**src/rtl/pn_stage_ctrl_pkg.sv**
```systemverilog
// Shared types, global timing defaults and helpers for the PN sort stage.
// WIDTH_TIME / MAX_TIME defaults are defined once here and reused by every file.
`ifndef WIDTH_TIME
`define WIDTH_TIME 8
`endif
`ifndef MAX_TIME
`define MAX_TIME 255
`endif

package pn_stage_ctrl_pkg;

  localparam int unsigned SWAP_CNT_W = 16;

  typedef enum logic {
    DIR_OLD_TO_OUT0 = 1'b0,
    DIR_OLD_TO_OUT1 = 1'b1
  } dir_e;

  function automatic logic [SWAP_CNT_W-1:0] sat_inc(input logic [SWAP_CNT_W-1:0] v);
    return (v == {SWAP_CNT_W{1'b1}}) ? v : v + 1'b1;
  endfunction

endpackage

```
**src/rtl/pn_cmp.sv**
```systemverilog
// Effective-time mapping and swap decision for one 2-input sort stage.
// Purely combinational; the tie_used output tells the caller to toggle tie_flip.
module pn_cmp
  import pn_stage_ctrl_pkg::*;
#(
  parameter int unsigned WIDTH_TIME = `WIDTH_TIME,
  parameter int unsigned MAX_TIME   = `MAX_TIME
) (
  input  logic                  cfg_dir,
  input  logic                  tie_flip,
  input  logic                  in0_valid,
  input  logic [WIDTH_TIME-1:0] in0_time,
  input  logic                  in1_valid,
  input  logic [WIDTH_TIME-1:0] in1_time,
  output logic                  swap,
  output logic                  tie_used
);

  localparam logic [WIDTH_TIME-1:0] MAX_T = WIDTH_TIME'(MAX_TIME);

  logic [WIDTH_TIME-1:0] eff0;
  logic [WIDTH_TIME-1:0] eff1;
  logic                  both_live;
  dir_e                  dir;

  always_comb begin
    eff0      = (in0_valid && (in0_time != '0)) ? in0_time : MAX_T;
    eff1      = (in1_valid && (in1_time != '0)) ? in1_time : MAX_T;
    both_live = in0_valid && in1_valid && (in0_time != '0) && (in1_time != '0);
    dir       = dir_e'(cfg_dir);
    tie_used  = both_live && (eff0 == eff1);
    swap      = 1'b0;
    // Only genuine ties between two live flits alternate; other equalities stay put
    if (tie_used) begin
      swap = tie_flip;
    end else if (dir == DIR_OLD_TO_OUT0) begin
      swap = (eff1 < eff0);
    end else begin
      swap = (eff0 < eff1);
    end
  end

endmodule

```
**src/rtl/pn_stage_ctrl.sv**
```systemverilog
// One registered compare-exchange stage of a timestamp-ordering network.
// Inputs are sorted by age, registered with 1-cycle latency, and held under stall.
module pn_stage_ctrl
  import pn_stage_ctrl_pkg::*;
#(
  parameter int unsigned WIDTH_TIME = `WIDTH_TIME,
  parameter int unsigned WIDTH_DATA = 64,
  parameter int unsigned MAX_TIME   = `MAX_TIME
) (
  input  logic                  clk,
  input  logic                  reset,
  input  logic                  cfg_dir,
  input  logic                  in0_valid,
  input  logic [WIDTH_TIME-1:0] in0_time,
  input  logic [WIDTH_DATA-1:0] in0_data,
  input  logic                  in1_valid,
  input  logic [WIDTH_TIME-1:0] in1_time,
  input  logic [WIDTH_DATA-1:0] in1_data,
  output logic                  in_ready,
  input  logic                  out_stall,
  output logic                  out0_valid,
  output logic [WIDTH_TIME-1:0] out0_time,
  output logic [WIDTH_DATA-1:0] out0_data,
  output logic                  out1_valid,
  output logic [WIDTH_TIME-1:0] out1_time,
  output logic [WIDTH_DATA-1:0] out1_data,
  output logic                  out_swapped,
  output logic [15:0]           swap_count
);

  logic accept;
  logic swap;
  logic tie_used;

  logic                  out0_valid_q, out0_valid_d;
  logic [WIDTH_TIME-1:0] out0_time_q,  out0_time_d;
  logic [WIDTH_DATA-1:0] out0_data_q,  out0_data_d;
  logic                  out1_valid_q, out1_valid_d;
  logic [WIDTH_TIME-1:0] out1_time_q,  out1_time_d;
  logic [WIDTH_DATA-1:0] out1_data_q,  out1_data_d;
  logic                  swapped_q,    swapped_d;
  logic                  tie_flip_q,   tie_flip_d;
  logic [SWAP_CNT_W-1:0] swap_cnt_q,   swap_cnt_d;

  assign in_ready = ~out_stall;
  assign accept   = in_ready;

  pn_cmp #(
    .WIDTH_TIME (WIDTH_TIME),
    .MAX_TIME   (MAX_TIME)
  ) u_cmp (
    .cfg_dir   (cfg_dir),
    .tie_flip  (tie_flip_q),
    .in0_valid (in0_valid),
    .in0_time  (in0_time),
    .in1_valid (in1_valid),
    .in1_time  (in1_time),
    .swap      (swap),
    .tie_used  (tie_used)
  );

  always_comb begin
    out0_valid_d = out0_valid_q;
    out0_time_d  = out0_time_q;
    out0_data_d  = out0_data_q;
    out1_valid_d = out1_valid_q;
    out1_time_d  = out1_time_q;
    out1_data_d  = out1_data_q;
    swapped_d    = swapped_q;
    tie_flip_d   = tie_flip_q;
    swap_cnt_d   = swap_cnt_q;
    if (accept) begin
      out0_valid_d = swap ? in1_valid : in0_valid;
      out0_time_d  = swap ? in1_time  : in0_time;
      out0_data_d  = swap ? in1_data  : in0_data;
      out1_valid_d = swap ? in0_valid : in1_valid;
      out1_time_d  = swap ? in0_time  : in1_time;
      out1_data_d  = swap ? in0_data  : in1_data;
      swapped_d    = swap;
      tie_flip_d   = tie_flip_q ^ tie_used;
      // A swap of two bubbles carries no information and is not counted
      if (swap && (in0_valid || in1_valid)) begin
        swap_cnt_d = sat_inc(swap_cnt_q);
      end
    end
  end

  always_ff @(posedge clk) begin
    if (reset) begin
      out0_valid_q <= 1'b0;
      out0_time_q  <= '0;
      out0_data_q  <= '0;
      out1_valid_q <= 1'b0;
      out1_time_q  <= '0;
      out1_data_q  <= '0;
      swapped_q    <= 1'b0;
      tie_flip_q   <= 1'b0;
      swap_cnt_q   <= '0;
    end else begin
      out0_valid_q <= out0_valid_d;
      out0_time_q  <= out0_time_d;
      out0_data_q  <= out0_data_d;
      out1_valid_q <= out1_valid_d;
      out1_time_q  <= out1_time_d;
      out1_data_q  <= out1_data_d;
      swapped_q    <= swapped_d;
      tie_flip_q   <= tie_flip_d;
      swap_cnt_q   <= swap_cnt_d;
    end
  end

  assign out0_valid  = out0_valid_q;
  assign out0_time   = out0_time_q;
  assign out0_data   = out0_data_q;
  assign out1_valid  = out1_valid_q;
  assign out1_time   = out1_time_q;
  assign out1_data   = out1_data_q;
  assign out_swapped = swapped_q;
  assign swap_count  = swap_cnt_q;

endmodule

```
**config.mk**
```make
export PLATFORM = sky130hd
export DESIGN_NAME = pn_stage_ctrl
export DESIGN_NICKNAME = d
export VERILOG_FILES = /design/src/rtl/pn_stage_ctrl_pkg.sv /design/src/rtl/pn_cmp.sv /design/src/rtl/pn_stage_ctrl.sv
export SDC_FILE = /design/constraint.sdc
export NUM_CORES = 1
export LEC_CHECK = 0
export ABC_AREA = 1
export ABC_CLOCK_PERIOD_IN_PS = 7400
export CAP_MARGIN = 40
export CORE_ASPECT_RATIO = 0.5
export CORE_MARGIN = 4
export CORE_UTILIZATION = 49
export CTS_CLUSTER_DIAMETER = 30
export DETAILED_ROUTE_END_ITERATION = 8
export PLACE_DENSITY_LB_ADDON = 0.12
export REMOVE_ABC_BUFFERS = 1
export SYNTH_ARGS = -nofsm -noshare
export SYNTH_HDL_FRONTEND = slang
export SYNTH_SLANG_ARGS = --single-unit
```
**constraint.sdc**
```tcl
create_clock -name clk -period 7.4 [get_ports clk]
set_input_delay 1.11 -clock clk [delete_from_list [all_inputs] [get_ports clk]]
set_output_delay 1.11 -clock clk [all_outputs]
set_load 0.03 [all_outputs]
```
==> results.txt <==
- Max-cap violations: 0
* Pwr Total: 0.00275 W
* Critical path data arrival time: 4.96 ns
* First-pass GRT wire length: 43,100 um
- Max transition margin: 0.482
- Result of the run: finished clean
* Max-slew violations: 0
* Synthesized instance count: 1,479
* Max Root-Sink Buffers: 2
- In this run the static leakage power is 6.35 nW.
- TritonCTS built the clock tree.
- The number of cells on the worst reg-to-reg path is 9.
- In this run, the number of DRC markers left after iteration 0 of detailed routing was 530.
* Final design area excluding fillers: 12,600 um^2
* CP startpoint kind: input port
- Cell internal power was estimated by the tool at 0.00183 W.
* Ratio of cells with drive above 1 in the final layout: 0.0344
* Combinational Power Share: 0.296
- After layout, the worst setup slack is 2.80 ns.
- Type of the tightest min-delay check: flip-flop to flip-flop
- Sink Count: 164
* Residual DRC count: 0
- Fraction of power consumed by sequential logic: 0.363
- Post-Route Skew: 0.00646 ns
- For the worst-skew pair, the clock arrives at the later sink with an insertion delay of 0.42 ns.
- Hold Path Cell Cnt: 2
- Routability-driven placement finished with a final weighted congestion of 0.837.
- Layout Area Growth over Synthesis: 42.2%
- Register-to-register setup slack: 5.13 ns
- Static timing analysis puts the maximum clock frequency at 217 MHz.
- Total routing usage reported by global routing: 0.258
- After detailed routing, the number of vias per cell comes to 4.94.
- # fillers: 1,432
- In this run the standard cell core region covers 17,600 um^2.
* Number of different library cells in the post-synthesis netlist: 26
- Switching component of the power: 0.000923 W
- The floorplan step defined a die boundary enclosing 20,400 um^2.
- The number of setup buffers added after CTS is 0.
- Relative contribution of the clock network to total power: 0.341
- Via count of the first global-routing pass: 9,044
* Final layout net count: 1,892
- Maximum number of pins on one net before global-route repair: 95
* Via count: 9,786
* Critical register-to-register path startpoint: tie_flip_q
* Areal power density over the cells: 218 nW/um^2
- For this run, the register share of the synthesized area comes to 0.370.
* Critical path required time: 7.77 ns
- The worst setup path is captured at a flip-flop.
- Average cell area after synthesis: 6.00 um^2
- Count of antenna-violating nets left after detailed routing: 0
- Half-perimeter wire length of the detailed placement result: 19,300 um
- The repair_antennas step left the layout with diodes totalling 0.
- After synthesis the netlist holds a flip-flop and latch count of 164.
* Detailed-route wire length per cell: 14.0 um
- The worst-case IR drop observed on VDD is 0.181 mV.
* Transition time at the pin with the least slew margin: 0.778 ns
- Detailed-routing iteration count for the pre-antenna-repair pass: 5
- Sum of routed wire length over all layers: 27,700 um
- Placed Area: 12,000 um^2
- Layout Cells excl Fill: 1,980
- Buffers inserted during clock tree synthesis total 17.
- The tree is rooted in a sky130_fd_sc_hd__clkbuf_16.
* Startpoint of the most critical hold path: out_swapped
* Port buffer count: 313
- In this run the vertical extent of the chip is 103 um.
* Unrepaired setup endpoints after global routing: no
- Maximum fanout count along the critical path: 65
- Pre-CTS setup slack: 2.43 ns
- Kind of critical path: input port to flip-flop
* WHS Endpoint: out_swapped
- In the finished design, the share of the clock period the worst path needs comes to 0.621.
- Cell count after placement: 1,948
- In this run the core area contains 34 standard-cell rows.
- Total area of multi-input combinational cells: 4460 um^2
* Sequential Area: 3280 um^2
- Setup violations, final: 0
- For this run, the slowest stage of the critical path takes 0.60 ns.
- The slowest stage of the critical path is the sky130_fd_sc_hd__clkdlybuf4s50_1 cell.
* R2r endpoint: out1_data[12]
- In this run the horizontal extent of the chip is 198 um.
- In this run the number of H-tree levels came out at 4.
* Clock edge transition at the registers on the reported setup and hold paths: 0.07 ns
- The routed design could run at a clock period as short as 4.60 ns.
- During synthesis, Yosys emitted a total of 0 warnings.
- Of the total power, the share spent switching nets is 0.335.
- The number of hold buffers added after CTS was 0.
- The count of final hold-check violations came to 0.
- The number of antenna violations at the first check in global routing is 0.
- For this run the aggregate overflow at the end of global routing stands at 0.
- Most used cell, CP: sky130_fd_sc_hd__nand2_1
- For this design the top-level I/O count stands at 314.
- The critical path goes through clkdlybuf4s50_1 -> nor2_1 -> nand4_1 -> nand2_1 -> or2_2 -> ha_1 -> nand2_1 -> nor2_1 -> and2_4 -> nand4_1 -> nand2_4 -> buf_16 -> buf_4 -> nand2_1 -> nand3_1 -> nand2_1 -> inv_1.
- Resized cells post-CTS: 0
* Starting density of the core: 0.505
* Setup TNS: 0 ns
- Combined area of all synthesized cells: 8870 um^2
==> cell type report <==
type / instances / share of cell area
inverter: 171 / 0.0515
clock buffer: 18 / 0.0348
sequential: 164 / 0.260
tap: 234 / 0.0232
clock inverter: 14 / 0.0139
multi-input combinational: 1056 / 0.354
timing repair buffer: 323 / 0.262
==> cell usage after synthesis <==
cell type                  instances  share of area
sky130_fd_sc_hd__buf_6            16          0.020
sky130_fd_sc_hd__nand3_2           2         0.0023
sky130_fd_sc_hd__nand3_1         157          0.089
sky130_fd_sc_hd__and2_4            1        0.00099
sky130_fd_sc_hd__ha_1              9          0.013
sky130_fd_sc_hd__clkinv_1          2        0.00085
sky130_fd_sc_hd__dfxtp_1         164           0.37
sky130_fd_sc_hd__a21o_1            1        0.00085
sky130_fd_sc_hd__xor2_1            9         0.0089
sky130_fd_sc_hd__inv_2             1        0.00042
sky130_fd_sc_hd__buf_1             2        0.00085
sky130_fd_sc_hd__buf_2             5         0.0028
sky130_fd_sc_hd__a21oi_1          18          0.010
sky130_fd_sc_hd__clkbuf_1         55          0.023
sky130_fd_sc_hd__xnor2_1           4         0.0040
sky130_fd_sc_hd__nand2_2           1        0.00071
sky130_fd_sc_hd__nor2_2            3         0.0021
sky130_fd_sc_hd__o21ai_0           1        0.00056
sky130_fd_sc_hd__nor3_1            5         0.0028
sky130_fd_sc_hd__nand4_4           1         0.0024
sky130_fd_sc_hd__nor2_1          325           0.14
sky130_fd_sc_hd__nand2_1         493           0.21
sky130_fd_sc_hd__inv_1           168          0.071
sky130_fd_sc_hd__nand4_1          20          0.014
sky130_fd_sc_hd__buf_4            10         0.0085
sky130_fd_sc_hd__or2_2             6         0.0042
==> routing by layer <==
layer	GRT usage	share of wire	vias to the layer above
met3	0.0708	0.081	60
met2	0.469	0.49	364
met5	0	0	-
met4	0.102	0.029	0
met1	0.294	0.40	4413
li1	-	-	4949
==> power groups by stage <==
| stage | registers, W | clock network (W) | logic, W |
|---|---|---|---|
| floorplan | 0.00116 | 0 | 0.000357 |
| global placement | 0.00101 | 0 | 0.000778 |
| detailed placement | 0.00102 | 0 | 0.000812 |
| CTS | 0.000998 | 0.000954 | 0.000817 |
| global route | 0.00101 | 0.000993 | 0.000889 |
| finish | 0.000997 | 0.000938 | 0.000815 |
==> cell families after synthesis <==
family / synth area share
AND/OR/NAND/NOR: 0.465
buffers and inverters: 0.128
flip-flops: 0.370
AO/OA/AOI/OAI: 0.0116
XOR/XNOR: 0.0128
adder cells (fa/ha/maj): 0.0127
==> flip-flops by register name, summed over array words and instances (netlist names), 8 cells and up <==
name,flops
out0_data,64
out1_data,64
swap_count,16
out0_time,8
out1_time,8
==> how the worst max path moves through the flow <==
stage	start	to	slack, ns	cells after the start
floorplan	out_stall	swap_count[1]	-0.12	5
global placement	in0_time[4]	out1_data[10]	2.32	19
detailed placement	in0_time[4]	out1_data[53]	2.43	19
CTS	in1_time[0]	out1_data[53]	2.83	17
global route	in1_time[1]	out1_data[10]	2.52	17
finish	in1_time[1]	out1_data[12]	2.80	17
==> stage by stage <==
step | utilization | hold WS [ns]
3_3_place_gp | 0.675 | 0.456
3_5_place_dp | 0.683 | 0.464
4_1_cts | 0.717 | 0.473
5_1_grt | 0.717 | 0.504
6_report | 0.717 | 0.475
2_1_floorplan | - | 0.458
==> worst max-delay path: cells and delay by family <==
family / cells / cell delay, ns
and+or+nand+nor: 12 / 2.07
buffers and inverters: 4 / 1.45
adders and majority gates: 1 / 0.28
==> layout by cell type, fill, tap and decap left out <==
master / instances
sky130_fd_sc_hd__nor3_1: 5
sky130_fd_sc_hd__clkinv_4: 2
sky130_fd_sc_hd__inv_1: 168
sky130_fd_sc_hd__clkdlybuf4s50_1: 312
sky130_fd_sc_hd__xnor2_1: 4
sky130_fd_sc_hd__clkinv_2: 2
sky130_fd_sc_hd__a21oi_1: 18
sky130_fd_sc_hd__clkbuf_16: 17
sky130_fd_sc_hd__a21o_1: 1
sky130_fd_sc_hd__o21ai_0: 1
sky130_fd_sc_hd__dfxtp_1: 164
sky130_fd_sc_hd__nand4_1: 20
sky130_fd_sc_hd__nand2_4: 2
sky130_fd_sc_hd__buf_4: 6
sky130_fd_sc_hd__inv_6: 4
sky130_fd_sc_hd__or2_2: 6
sky130_fd_sc_hd__buf_16: 5
sky130_fd_sc_hd__ha_1: 9
sky130_fd_sc_hd__clkinv_1: 1
sky130_fd_sc_hd__nand4_4: 1
sky130_fd_sc_hd__nor2_2: 3
sky130_fd_sc_hd__clkbuf_8: 1
sky130_fd_sc_hd__xor2_1: 9
sky130_fd_sc_hd__nand2_1: 492
sky130_fd_sc_hd__inv_8: 1
sky130_fd_sc_hd__nor2_1: 325
sky130_fd_sc_hd__clkinvlp_4: 3
sky130_fd_sc_hd__and2_4: 1
sky130_fd_sc_hd__inv_2: 1
sky130_fd_sc_hd__bufinv_16: 3
sky130_fd_sc_hd__nand3_2: 2
sky130_fd_sc_hd__nand3_1: 157
No activity file was read; power rests on OpenSTA's default activity.
